`src/rtl/fpga_reset_pkg.sv`:
```
// rtl/fpga_reset_pkg.sv - shared state encoding and width helpers for the reset sequencer
package fpga_reset_pkg;

  localparam logic [2:0] ST_IDLE       = 3'd0;
  localparam logic [2:0] ST_GAP        = 3'd1;
  localparam logic [2:0] ST_WAIT_START = 3'd2;
  localparam logic [2:0] ST_START      = 3'd3;
  localparam logic [2:0] ST_DELAY      = 3'd4;
  localparam logic [2:0] ST_RUN        = 3'd5;

  typedef enum logic [2:0] {
    IDLE       = ST_IDLE,
    GAP        = ST_GAP,
    WAIT_START = ST_WAIT_START,
    START      = ST_START,
    DELAY      = ST_DELAY,
    RUN        = ST_RUN
  } state_t;

  // Bits needed to hold 0..max_count; never narrower than one bit.
  function automatic int cnt_w(input int max_count);
    if (max_count < 1) return 1;
    return $clog2(max_count + 1);
  endfunction

  // Port width for an optional vector that collapses to a single tied bit.
  function automatic int vec_w(input int n);
    return (n < 1) ? 1 : n;
  endfunction

endpackage

```
`src/rtl/fpga_reset_sync.sv`:
```
// rtl/fpga_reset_sync.sv - N-bit multi-stage synchronizer with asynchronous clear
module fpga_reset_sync #(
  parameter int N      = 1,
  parameter int STAGES = 2
) (
  input  logic         CLK,
  input  logic         reset_n,
  input  logic [N-1:0] d,
  output logic [N-1:0] q
);

  logic [STAGES-1:0][N-1:0] ff;

  always_ff @(posedge CLK or negedge reset_n) begin
    if (!reset_n) begin
      ff <= '0;
    end else begin
      ff <= {ff[STAGES-2:0], d};
    end
  end

  assign q = ff[STAGES-1];

endmodule

```
`src/rtl/fpga_reset_seq.sv`:
```
// rtl/fpga_reset_seq.sv - sequences reset, start and staggered delay releases from the generator vector
// Optional start watchdog: define FPGA_RESET_SEQ_WDOG_EN.
module fpga_reset_seq
  import fpga_reset_pkg::*;
#(
  parameter int RESETS       = 1,
  parameter int STARTS       = 0,
  parameter int DELAYS       = 0,
  parameter int SYNC_STAGES  = 2,
  parameter int START_GAP    = 4,
  parameter int DELAY_CYCLES = 16,
  parameter int WDOG_CYCLES  = 1024
) (
  input  logic                       CLK,
  input  logic                       reset_n,
  input  logic [RESETS+STARTS-1:0]   req_n,
  output logic [RESETS-1:0]          rst_n_o,
  output logic [vec_w(STARTS)-1:0]   start_o,
  output logic [vec_w(DELAYS)-1:0]   delay_o,
  output logic [2:0]                 state_o,
  output logic                       ready_o,
  output logic                       wdog_o
);

  localparam int NREQ  = RESETS + STARTS;
  localparam int SW    = vec_w(STARTS);
  localparam int DW    = vec_w(DELAYS);
  localparam int GW    = cnt_w(START_GAP);
  localparam int DMAX  = DELAY_CYCLES * DELAYS;
  localparam int DCW   = cnt_w(DMAX);
  localparam logic [GW-1:0]  GAP_LOAD = GW'(START_GAP);
  localparam logic [DCW-1:0] DCNT_MAX = DCW'(DMAX);

  logic [NREQ-1:0] s_req;
  logic            rst_ok;
  logic            st_ok;
  state_t          state, state_nxt;
  logic [GW-1:0]   gap_cnt, gap_nxt;
  logic [DCW-1:0]  dcnt, dcnt_nxt;
  logic [DW-1:0]   delay_nxt;
  logic            started_nxt;

  fpga_reset_sync #(.N(NREQ), .STAGES(SYNC_STAGES)) u_sync (
    .CLK     (CLK),
    .reset_n (reset_n),
    .d       (req_n),
    .q       (s_req)
  );

  assign rst_ok = &s_req[RESETS-1:0];

  generate
    if (STARTS > 0) begin : g_starts
      assign st_ok = &s_req[NREQ-1:RESETS];
    end else begin : g_no_starts
      assign st_ok = 1'b1;
    end
  endgenerate

  // Abort outranks start drop; both outrank normal progression.
  always_comb begin
    state_nxt = state;
    gap_nxt   = gap_cnt;
    dcnt_nxt  = dcnt;
    if (state != IDLE && !rst_ok) begin
      state_nxt = IDLE;
    end else if ((state == START || state == DELAY || state == RUN) && !st_ok) begin
      state_nxt = WAIT_START;
    end else begin
      case (state)
        IDLE: begin
          if (rst_ok) begin
            state_nxt = GAP;
            gap_nxt   = GAP_LOAD;
          end
        end
        GAP: begin
          gap_nxt = (gap_cnt != '0) ? gap_cnt - 1'b1 : '0;
          if (gap_nxt == '0) state_nxt = WAIT_START;
        end
        WAIT_START: begin
          if (st_ok) begin
            state_nxt = START;
            dcnt_nxt  = '0;
          end
        end
        START, DELAY: begin
          dcnt_nxt  = (dcnt == DCNT_MAX) ? dcnt : dcnt + 1'b1;
          state_nxt = (dcnt_nxt >= DCNT_MAX) ? RUN : DELAY;
        end
        RUN:     state_nxt = RUN;
        default: state_nxt = IDLE;
      endcase
    end
  end

  always_comb begin
    started_nxt = (state_nxt == START) || (state_nxt == DELAY) || (state_nxt == RUN);
    delay_nxt   = '0;
    for (int i = 0; i < DELAYS; i++) begin
      delay_nxt[i] = (state_nxt == DELAY || state_nxt == RUN) &&
                     (int'(dcnt_nxt) >= DELAY_CYCLES * (i + 1));
    end
  end

  always_ff @(posedge CLK or negedge reset_n) begin
    if (!reset_n) begin
      state   <= IDLE;
      gap_cnt <= '0;
      dcnt    <= '0;
      rst_n_o <= '0;
      start_o <= '0;
      delay_o <= '0;
      ready_o <= 1'b0;
    end else begin
      state   <= state_nxt;
      gap_cnt <= gap_nxt;
      dcnt    <= dcnt_nxt;
      rst_n_o <= {RESETS{state_nxt != IDLE}};
      start_o <= {SW{(STARTS > 0) && started_nxt}};
      delay_o <= delay_nxt;
      ready_o <= (state_nxt == RUN);
    end
  end

  assign state_o = state;

`ifdef FPGA_RESET_SEQ_WDOG_EN
  localparam int WCW = cnt_w(WDOG_CYCLES);
  localparam logic [WCW-1:0] WCNT_MAX = WCW'(WDOG_CYCLES);

  logic [WCW-1:0] wcnt, wcnt_nxt;

  // Counts only uninterrupted residency in WAIT_START.
  always_comb begin
    wcnt_nxt = '0;
    if (state == WAIT_START && state_nxt == WAIT_START) begin
      wcnt_nxt = (wcnt == WCNT_MAX) ? wcnt : wcnt + 1'b1;
    end
  end

  always_ff @(posedge CLK or negedge reset_n) begin
    if (!reset_n) begin
      wcnt   <= '0;
      wdog_o <= 1'b0;
    end else begin
      wcnt   <= wcnt_nxt;
      wdog_o <= (state_nxt != IDLE) && (wdog_o || (wcnt_nxt == WCNT_MAX));
    end
  end
`else
  assign wdog_o = 1'b0;
`endif

endmodule

```
`config.mk`:
```
export PLATFORM = sky130hd
export DESIGN_NAME = fpga_reset_seq
export DESIGN_NICKNAME = d
export VERILOG_FILES = /design/src/rtl/fpga_reset_pkg.sv /design/src/rtl/fpga_reset_sync.sv /design/src/rtl/fpga_reset_seq.sv
export SDC_FILE = /design/constraint.sdc
export NUM_CORES = 1
export LEC_CHECK = 0
export CAP_MARGIN = 15
export CORE_AREA = 5 5 42 44
export DETAILED_ROUTE_END_ITERATION = 6
export DIE_AREA = 0 0 47 49
export HOLD_SLACK_MARGIN = 0.06
export PLACE_DENSITY = 0.64
export SLEW_MARGIN = 20
export SYNTH_ARGS = -nofsm -noshare
export SYNTH_HDL_FRONTEND = slang
export SYNTH_SLANG_ARGS = --single-unit
export TNS_END_PERCENT = 20
```
`constraint.sdc`:
```
create_clock -name CLK -period 1.6 [get_ports CLK]
set_input_delay 0.24 -clock CLK [delete_from_list [all_inputs] [get_ports CLK]]
set_output_delay 0.24 -clock CLK [all_outputs]
set_load 0.03 [all_outputs]
```
# == Yosys cells after proc, flatten, opt, wreduce, memory -nomap -nowiden ==
# Index checks and enable logic that the tools add are counted.
# totals
input_bits,3
word_cells,40
regBits,11
# classes
n_eq_ne,7
reduce_logical,12
bitwise_logic,1
n_lt_le_gt_ge,1
n_mux,10
n_addsub,2
# ops
cell,count
two-way mux 3 bit,5
one-hot mux 3 bit (5 select lines),1
== test 3 bit (second input constant),3
nonzero test 3 bit,3
== test 3 x 2 -> 1 bit (second input constant),2
zero test 3 bit,2
one-hot mux 3 bit (2 select lines),1
nonzero test 2 bit,2
== test 3 x 1 -> 1 bit (second input constant),1
AND reduction 3 bit,1
subtractor 3 x 1 -> 3 bit (second input constant),1
two-way mux 1 bit,2
inequality test 2 x 1 -> 1 bit (second input constant),1
one-hot mux 1 bit (2 select lines),1
AND reduction 2 bit,1
OR reduction 2 bit,1
adder 1 bit (second input constant),1
>= comparator 1 bit (second input constant),1
logical AND 1 bit,1
zero test 1 bit,1
NOT 1 bit,1

# == Longest topological paths before layout ==
# logic_depth
ltp_word,7
depth_mapped,3
ltp_nobuf,3

# == By module ==
# From an unflattened synthesis, not the netlist that was laid out.
# hier_totals
hier_cells,35
area_unflattened_um2,422.9
# by_module_without_submodules
module,cells_each,area_each_um2,instances,seq_area_each_um2
fpga_reset_seq,33,372.9,1,200.2
fpga_reset_sync,2,50.0,1,50.0

# == Worst setup path after synthesis ==
# OpenSTA, ideal clock, no wires.
# synth_timing
path_type,reg2reg
startpoint,register state[1] (netlist: state_o[1])
endpoint,register gap_cnt[1]
path_stages_with_launch,4
arrival_time_ns,1.481
slack_ns,0.040
period_less_slack_ns,1.560
required_time_ns,1.520
cell_sequence,dfrtp_1 or3b_4 or3b_4 o22ai_2
# synth_between
elab_chain_cells,4
elab_cells_between_ends,9
cone_classes,eq/ne: 2; mux: 1; bitwise: 1; reduce/logical: 5
# synth_lines
item,line_no,text
"start, declared",fpga_reset_seq.sv:37,"state_t state, state_nxt;"
"start signal, assigned",fpga_reset_seq.sv:116,state <= state_nxt;
branches (longest 4 deep; another with zero test 3 bit),n/a,
"end signal, assigned",fpga_reset_seq.sv:117,gap_cnt <= gap_nxt;
"end, declared",fpga_reset_seq.sv:38,"logic [GW-1:0] gap_cnt, gap_nxt;"
# Several ways; the timed one is not identified.
# A chain may end at the register's enable or synchronous reset.

# == Worst setup path after layout ==
# layout_timing
startpoint,register rst_n_o
endpoint,output rst_n_o
# layout_lines
item,line_no,text
"start, declared",fpga_reset_seq.sv:17,"output logic [RESETS-1:0] rst_n_o,"
"start signal, assigned",fpga_reset_seq.sv:119,rst_n_o <= {RESETS{state_nxt != IDLE}};
# No word-level cell between the ends.

==> flow_summary.toml <==
[run_status]
status = "finished, final reports clean"

[placement]
dpl.cell_count = 57
place.port_buffers = 7
gp_congestion = 0.713
dp_hpwl_um = 513

[sta]
finalMaxSlewViolations = 0
fin_skew_ps = 4.33
period_share_pct = 93.9
setup_viol = 0
whs_ps = 282
hold_viol = 0
tns_ps = 0
rsz0062_at_grt = "no"
max_freq_mhz = 665
finalCriticalPeriod_ps = 1500

[worst_setup_path]
critPathCaptureType = "output pin"
critPathRequiredTime_ps = 1360
slowest_delay_ps = 670
worstSetupStartpointType = "flop"
crit_family = "buffers and inverters"
crit_buf_inv = 1
cp_slowest_cell = "clkdlybuf4s50_1"
crit_chain = "clkdlybuf4s50_1"
crit_type = "reg -> out"
worst_ep_arrival_time_ps = 1260
worstPathMaxFanout = 1

[drt]
wl_per_cell_um = 12.3
vias = 292
initialDrtViolationCount = 5
first_pass_iters = 4
final_antenna_net_count = 0
viasPerCell = 4.79
drcViolationCount = 0
wirelength_um = 753

[clocking]
cts_hold_buf = 0
clk_path_buf_depth = 2
cts.reportedPaths.clkPinSlew_ps = 70
clock-root-buffer = "clkbuf_4"
numCtsBuffers = 3
cts_tree = "built"
h-tree-depth = 1
clock_latency_ps = 260
cts_num_sinks = 10

[synthesis]
async_flop_share_pct = 100
yosysSeqAreaShare_pct = 59.3
syn_avg_cell_area_sq_um = 12.0
synth_warnings = 0
synth_most_common_cell = "dfrtp_1"
netlist_area_sq_um = 422
ys_types = 18
synth.area.top_cells = "dfrtp_1, buf_4, or3b_4"
synth_top_flop_cell = "dfrtp_1"
synth_top_cell_by_area = "dfrtp_1"
synth_edf_count = 0
syn_inst = 35
synth_seq_cells = 10
synth_top_area_share_pct = 59.3
netlist_top_cells_count = "dfrtp_1, buf_4, nand2_1"

[die]
core_area_sq_um = 1400
dieWidth_um = 47
dieArea_sq_um = 2300
die_h_um = 49
start_util_pct = 30.1
num_rows = 14
num_io_pins = 11

[final_layout]
area_growth_pct = 25.5
fillers = 148
multi_input_comb_area_sq_um = 153
regArea_sq_um = 250
final_cell_count_no_fill = 61
n_antenna_cell = 0
nets = 49
drive_gt1_share_pct = 17.8

[global_route]
gr-total-overflow = 0
grt_max_degree = 11
grt_pass1_vias = 315
grt.total_usage_pct = 7.90
grt_pass1_wl_um = 1260
antenna_found_initial = 0

[power_and_ir_drop]
p_leak_nw = 0.247
irDropWorstVdd_uv = 511
power_density_nw_per_um2 = 1580

[job]
cap_violations = 0

[worst_hold_path]
hold_path_class = "in -> async"
## layer usage
metal	share of wire [%]	track usage (%)
met5	0	0
met3	5.7	2.21
met1	42	8.64
met4	1.9	6.91
met2	50	11.8
## metrics by stage
step | instance area (sq um) | util [%] | setup slack, ps | power [mW]
after floorplan | 429 | - | 39.6 | 0.545
after global placement | 497 | 35.4 | 138 | 0.620
after global routing | 529 | 37.8 | 39.9 | 0.885
after CTS | 529 | 37.8 | 88.3 | 0.844
after detailed placement | 497 | 35.4 | 129 | 0.624
final | 529 | 37.8 | 97.1 | 0.836
## logic make-up (layout without fill, tap and decap cells)
kind of cell	Yosys count	in the layout	share of synthesized area, %
AOI/OAI and AO/OA	8	8	13.9
buffers and inverters	4	12	6.23
DFF	10	10	59.3
muxes	1	1	2.37
other	1	3	0.889
and+or+nand+nor	11	11	17.2
## cell type report
cell class,instances,area share [%]
inverter,1,0.709
timing repair buffer,7,12.5
sequential,10,47.3
clock buffer,4,6.86
multi-input combinational,23,28.8
tap,16,3.78
## layout by cell type, fill, tap and decap left out
master / count
dfrtp_1: 10
nand3b_1: 1
conb_1: 3
or2b_1: 2
dlygate4sd2_1: 3
nor2_1: 1
and2_1: 2
a21boi_1: 1
o21ai_2: 1
o21ai_1: 1
a21oi_1: 2
or3b_4: 2
mux2i_1: 1
clkbuf_4: 3
o21a_1: 1
o22ai_2: 1
clkdlybuf4s50_1: 4
inv_1: 1
clkbuf_8: 1
o31ai_1: 1
nand2_1: 3
## sequential cells by signal, indices dropped and copies added, names as in the netlist
signal,count
state_o,3
u_sync.ff,1
u_sync.q,1
gap_cnt,3
rst_n_o,1
ready_o,1
## path summary, 6_finish.rpt
check                             start         end  slack (ps)  cells after the start
max in group asynchronous       reset_n     ready_o        1010                      1
min                             reset_n  state_o[0]         280                      1
min in group CLK           u_sync.ff[0]    u_sync.q         360                      0
max                             rst_n_o     rst_n_o         100                      1
min reg2reg                u_sync.ff[0]    u_sync.q         360                      0
max reg2reg                  state_o[1]  gap_cnt[0]         110                      3
## what timing repair did
| item | 4_1_cts | 5_1_grt |
|---|---|---|
| setup endpoints to repair | 3 | 0 |
| gates resized for setup | 3 | 0 |
| setup buffers | 0 | 0 |
## report_power, final
group          total (mW)  internal, mW  switching, mW  leakage (nW)
Combinational       0.240         0.105          0.135        0.0993
Clock               0.226         0.138         0.0877        0.0210
Sequential          0.370         0.308         0.0612         0.126
Power figures use the tool's default switching activity.
